**src/rtl/line_serializer_pkg.sv**
```systemverilog
// Shared types and default geometry for the cache-line serializer.
package serializer_pkg;
   typedef enum logic {IDLE, SEND} ser_state_e;
   localparam int unsigned DEF_LINE_W = 256;
   localparam int unsigned DEF_WORD_W = 32;
endpackage

```
**src/rtl/line_serializer_wrap_counter.sv**
```systemverilog
// Mod-N up/down counter with synchronous load and count enable.
module wrap_counter #(
   parameter int unsigned N    = 8,
   parameter bit          DOWN = 1'b0
) (
   input  logic                 clk,
   input  logic                 rst_n,
   input  logic                 load,
   input  logic                 en,
   input  logic [$clog2(N)-1:0] load_val,
   output logic [$clog2(N)-1:0] count
);
   localparam int unsigned W = $clog2(N);
   localparam logic [W-1:0] LAST = W'(N - 1);

   always_ff @(posedge clk or negedge rst_n) begin
      if (!rst_n) begin
         count <= '0;
      end else if (load) begin
         count <= load_val;
      end else if (en) begin
         if (DOWN) count <= (count == '0) ? LAST : count - 1'b1;
         else      count <= (count == LAST) ? '0 : count + 1'b1;
      end
   end
endmodule

```
**src/rtl/line_serializer.sv**
```systemverilog
// Cache-line to memory-word serializer over a valid/ready stream.
// Define LINE_SER_CWF_EN for critical-word-first (start beat from in_start).
module line_serializer
   import serializer_pkg::*;
#(
   parameter int unsigned LINE_W     = DEF_LINE_W,
   parameter int unsigned WORD_W     = DEF_WORD_W,
   parameter bit          DESCENDING = 1'b0
) (
   input  logic                               clk,
   input  logic                               rst_n,
   input  logic                               in_valid,
   output logic                               in_ready,
   input  logic [LINE_W-1:0]                  in_line,
   input  logic [$clog2(LINE_W/WORD_W)-1:0]   in_start,
   input  logic                               abort,
   output logic                               out_valid,
   input  logic                               out_ready,
   output logic [WORD_W-1:0]                  out_data,
   output logic [$clog2(LINE_W/WORD_W)-1:0]   out_idx,
   output logic                               out_last,
   output logic                               done
);
   localparam int unsigned BEATS = LINE_W / WORD_W;
   localparam int unsigned IDX_W = $clog2(BEATS);
   localparam logic [IDX_W-1:0] LAST_CNT = IDX_W'(BEATS - 1);

   ser_state_e        state, state_nxt;
   logic [LINE_W-1:0] line_reg;
   logic [IDX_W-1:0]  beat_idx, sent_cnt, start_idx;
   logic              load, beat_hs, final_hs;

`ifdef LINE_SER_CWF_EN
   assign start_idx = in_start;
`else
   logic unused_start;
   assign unused_start = ^in_start;
   assign start_idx    = DESCENDING ? LAST_CNT : '0;
`endif

   always_comb begin
      state_nxt = state;
      in_ready  = 1'b0;
      out_valid = 1'b0;
      case (state)
         IDLE: begin
            in_ready = 1'b1;
            if (in_valid) state_nxt = SEND;
         end
         SEND: begin
            out_valid = 1'b1;
            if (final_hs || abort) state_nxt = IDLE;
         end
         default: state_nxt = IDLE;
      endcase
   end

   assign load     = in_valid && in_ready;
   assign beat_hs  = out_valid && out_ready;
   assign final_hs = beat_hs && (sent_cnt == LAST_CNT);
   assign out_last = out_valid && (sent_cnt == LAST_CNT);
   assign out_idx  = beat_idx;
   assign out_data = line_reg[beat_idx*WORD_W +: WORD_W];

   always_ff @(posedge clk or negedge rst_n) begin
      if (!rst_n) begin
         state    <= IDLE;
         line_reg <= '0;
         sent_cnt <= '0;
         done     <= 1'b0;
      end else begin
         state <= state_nxt;
         done  <= final_hs;
         if (load) begin
            line_reg <= in_line;
            sent_cnt <= '0;
         end else if (beat_hs) begin
            // cleared on the last beat so the count never passes BEATS-1
            sent_cnt <= final_hs ? '0 : sent_cnt + 1'b1;
         end
      end
   end

   wrap_counter #(.N(BEATS), .DOWN(DESCENDING)) u_beat_ctr (
      .clk      (clk),
      .rst_n    (rst_n),
      .load     (load),
      .en       (beat_hs),
      .load_val (start_idx),
      .count    (beat_idx)
   );
endmodule

```
**config.mk**
```make
export PLATFORM = sky130hd
export DESIGN_NAME = line_serializer
export DESIGN_NICKNAME = d
export VERILOG_FILES = /design/src/rtl/line_serializer_pkg.sv /design/src/rtl/line_serializer_wrap_counter.sv /design/src/rtl/line_serializer.sv
export SDC_FILE = /design/constraint.sdc
export NUM_CORES = 1
export LEC_CHECK = 0
export ABC_AREA = 1
export ABC_CLOCK_PERIOD_IN_PS = 3460
export CORE_MARGIN = 2
export CORE_UTILIZATION = 45
export DETAILED_ROUTE_END_ITERATION = 10
export PLACE_DENSITY = 0.72
export SYNTH_ARGS = -nofsm -noshare
export SYNTH_HDL_FRONTEND = slang
export SYNTH_SLANG_ARGS = --single-unit
```
**constraint.sdc**
```tcl
create_clock -name clk -period 3.46 [get_ports clk]
set_input_delay 0.346 -clock clk [delete_from_list [all_inputs] [get_ports clk]]
set_output_delay 0.346 -clock clk [all_outputs]
set_load 0.03 [all_outputs]
```
# Word level (Yosys, flattened, before mapping)
# Index checks and enable logic that the tools add are counted.
# op_classes
reduce_logical	6
n_eq_ne	2
mux	11
shifts	1
bitwise	1
addsub	2
# op_table
operator	count
indexed part select 256 x 9 -> 32 bit	1
2-to-1 mux 3 bit	6
adder 3 x 1 -> 3 bit, second input constant	2
equality test 3 bit, second input constant	2
logical AND 1 bit	4
2-to-1 mux 1 bit	4
case mux 1 bit (2 select lines)	1
nonzero test 2 bit	1
logical OR 1 bit	1
inverter 1 bit	1
# word_totals
ff_bits	264
inputBits	264

# Longest topological paths before layout
# logic_depth
ltp_word	6
ltp_mapped	9
ltp_nobuf	6

# Modules after synthesis
# A second synthesis with hierarchy kept.
# unflattened
hier_cells	1728
area_unflattened_um2	13844.5
# by_module_without_submodules
module	cells_per_inst	n_inst	area_per_inst_um2	seq_area_each_um2
line_serializer	1706	1	13671.9	6531.3
wrap_counter	22	1	172.7	75.1

# Least setup slack after synthesis
# OpenSTA, ideal clock, no wires.
# synth_timing
kind	flip-flop to output port
start	register u_beat_ctr.count[0]
end	output port out_data[31]
slack_ns	1.653
stages_incl_launch_ff	10
arrival_ns	1.461
required_ns	3.114
path_buffers	3
cell_sequence	dfrtp_1 > buf_2 > inv_2 > buf_6 > buf_4 > nand2_1 > nand3_1 > nand2_1 > nand2_1 > nand2_1
# synth_via
elab_chain_cells	1
# synth_rtl
item	line	rtl
start: declaration	line_serializer_wrap_counter.sv:11	output logic [$clog2(N)-1:0] count
start signal: assignment	line_serializer_wrap_counter.sv:20	count <= load_val;
start signal: assignment	line_serializer_wrap_counter.sv:22	if (DOWN) count <= (count == '0) ? LAST : count - 1'b1;
start signal: assignment	line_serializer_wrap_counter.sv:23	else count <= (count == LAST) ? '0 : count + 1'b1;
indexed part select 256 x 9 -> 32 bit	line_serializer.sv:63	assign out_data = line_reg[beat_idx*WORD_W +: WORD_W];
end: declaration	line_serializer.sv:19	output logic [WORD_W-1:0] out_data,
# No other way between the ends.

# Worst setup path after layout
# layout_timing
start	register u_beat_ctr.count[1]
end	output port out_data[7]
# The elaborated chain is that of the path after synthesis.

==> flow_summary.yaml <==
pwr:
  power.static_leakage_nw: 8.79
  powerDensity_mw_per_mm2: 726
  vdd.ir_drop.worst_v: 0.000411
critical_path:
  crit_chain: "inv_2 -> buf_4 -> nand3_1 -> nand2_1 -> nand2_1 -> nand2_1 -> clkdlybuf4s50_1"
  critical_path_required_ps: 3110
  crit_path_frequent_cell: "sky130_fd_sc_hd__nand2_1"
  worst-endpoint-arrival_ps: 2960
  end_kind: "output pin"
  crit_type: "flip-flop to output pin"
  critical_path.max_stage_delay_ps: 680
  cp_slowest_cell: "sky130_fd_sc_hd__clkdlybuf4s50_1"
  cp_max_fanout: 30
  critPathLaunchType: "flip-flop"
yosys:
  synth-compound-area-share_pct: 15.9
  netlist_instances: 1719
  synth-seq-area-share_pct: 47.7
  synth.yosys.warnings: 0
  netlist_area_before_placement_mm2: 0.0139
  synth_nets: 1987
  largest_family_of_logic_cells_by_synthesized_area: "simple AND/OR/NAND/NOR gates"
  synth_simple_gate_area_share_pct: 23.4
  synth-adder-area-share_pct: 0.361
  synth_cell_types: 17
  synth_area_per_cell_um2: 8.06
  synth_xor_xnor_area_share_pct: 0
  synthMuxAreaShare_pct: 0
  postSynthRegisterBits: 264
clock_network:
  post_cts_hold_buffer_count: 1
  tritoncts_clock_tree: "built"
  clock-sinks: 264
  cts.repair_timing.setup_buffer_count: 0
  cts_root_buf: "sky130_fd_sc_hd__clkbuf_16"
  ctsLongestPathBuffers: 3
  insertion_delay_ps: 540
  cts_made_buffers: 29
  clock_tree.htree_level_count: 1
  worst_setup_hold_path_clk_slew_ps: 60
  post_cts_resize_count: 0
sta:
  setup-tns-final_ps: 0
  postLayoutSetupSlackWorst_ps: 149
  rsz0062_at_grt: "no"
  min_period_over_period_pct: 95.7
  drv_slew: 0
  achievable-frequency_ghz: 0.302
  maxSlewHeadroom_pct: 51.2
  finalWorstPathRequiredPeriod_ps: 3310
  tightestPinTransition_ps: 732
  finalHoldViolCount: 0
  setup_viol: 0
  finClkSkew_ps: 5.59
route:
  via_count: 11800
  avgViaCountPerCell: 4.93
  wl_mm: 39.9
  post-route-drc-count: 0
  drtAntennaViolNets: 0
  detail_route.iter0.violations: 931
  routed_wire_length_per_instance_um: 16.7
  dr.pass1.iters: 6
layout:
  largest_register_ffs: 256
  final_util_pct: 58.6
  final_cell_mix: "sky130_fd_sc_hd__nand2_1 (427), sky130_fd_sc_hd__clkdlybuf4s50_1 (286), sky130_fd_sc_hd__inv_1 (262), sky130_fd_sc_hd__dfrtp_1 (262), sky130_fd_sc_hd__nor2_1 (259)"
  drive_gt1_share_pct: 16.5
  area_growth_syn_to_layout_pct: 28.7
  layout.nets: 2241
  final_common_cell: "sky130_fd_sc_hd__nand2_1"
  filler_cell_count: 2744
  post_layout_cell_count: 2387
floorplanning:
  fp-row-count: 64
  design.core.area_mm2: 0.0304
  chipWidth_um: 179
  die_height_um: 179
  area_of_the_die_mm2: 0.0322
  initial_utilization_pct: 45.5
  floorplan.io_pins: 303
placement:
  dpl_worst_slack_ps: 764
  dp.cells: 2337
  port_buffers: 299
  place_hpwl_mm: 28.1
  globalplace.congestion: 0.859
global_route:
  gr-usage-all-layers_pct: 24.4
  grt_antenna_before_repair: 2
  pin_count_of_the_biggest_net_entering_global_routing: 97
  grt_pass1_vias: 11600
  grt.overflow.total: 0
  grt_first_pass_wirelength_mm: 62.5
hold_path:
  timing.hold.worst.class: "input pin to asynchronous set/reset pin"
run:
  max-cap-violations: 0
status:
  outcome: "completed"
worst max-delay path, delay by kind of cell (launching register included):
family,cells,cell delay [ps]
flip-flops,1,430
AND/OR/NAND/NOR,4,420
buffers and inverters,3,1550
path summary, 6_finish.rpt:
path / from / to / slack, ps / cells past startpoint
worst max-delay path: u_beat_ctr.count[1] / out_data[7] / 150 / 7
worst min-delay path: rst_n / line_reg[114] / 310 / 2
worst max register to register: state / line_reg[239] / 1490 / 5
worst min register to register: line_reg[242] / line_reg[242] / 510 / 2
max in group asynchronous: rst_n / line_reg[244] / 2210 / 3
min in group clk: in_line[216] / line_reg[216] / 390 / 3
synthesized netlist by cell type, drive strengths merged:
| library cell | n | area (um^2) |
|---|---|---|
| ha | 4 | 50.1 |
| clkbuf | 6 | 22.5 |
| nand2 | 429 | 1620 |
| o21ai | 2 | 10.0 |
| dfrtp | 264 | 6610 |
| nor2 | 259 | 972 |
| buf | 101 | 734 |
| a22oi | 1 | 7.51 |
| a21oi | 257 | 2190 |
| nand3 | 131 | 656 |
| inv | 265 | 995 |
per-stage QoR:
| step | total power [mW] | area [um^2] | hold WS [ps] |
|---|---|---|---|
| 3_5_place_dp | 10.1 | 16900 | 317 |
| 6_report | 12.9 | 17800 | 314 |
| 4_1_cts | 13.0 | 17800 | 349 |
| 5_1_grt | 13.7 | 17800 | 362 |
| 3_3_place_gp | 9.98 | 16900 | 312 |
| 2_1_floorplan | 7.90 | 13900 | 50.4 |
report_power, final:
part | switching (mW) | leakage, nW | internal, mW
clock | 1.21 | 0.427 | 1.68
sequential | 0.208 | 2.90 | 3.74
combinational | 4.00 | 5.47 | 2.10
kinds of logic after synthesis:
family,after synthesis
adders and majority gates,4
and+or+nand+nor,819
DFF,264
AOI/OAI and AO/OA,260
buffers and inverters,372
final cells by class:
| type | count | area [um^2] | area share [%] |
|---|---|---|---|
| antenna | 2 | 5.00 | 0.0281 |
| clock buffer | 42 | 815 | 4.57 |
| clock inverter | 5 | 53.8 | 0.302 |
| inverter | 265 | 997 | 5.59 |
| multi-input combinational | 1083 | 5510 | 30.9 |
| sequential | 264 | 6610 | 37.1 |
| tap | 396 | 495 | 2.78 |
| timing repair buffer | 330 | 3340 | 18.7 |
routing by layer:
layer | share of wire [%] | GRT usage (%)
met2 | 47 | 39.8
met3 | 6.1 | 3.34
met1 | 45 | 34.5
met4 | 2.2 | 6.11
met5 | 0 | 0
(Power assumes the default switching activity.)
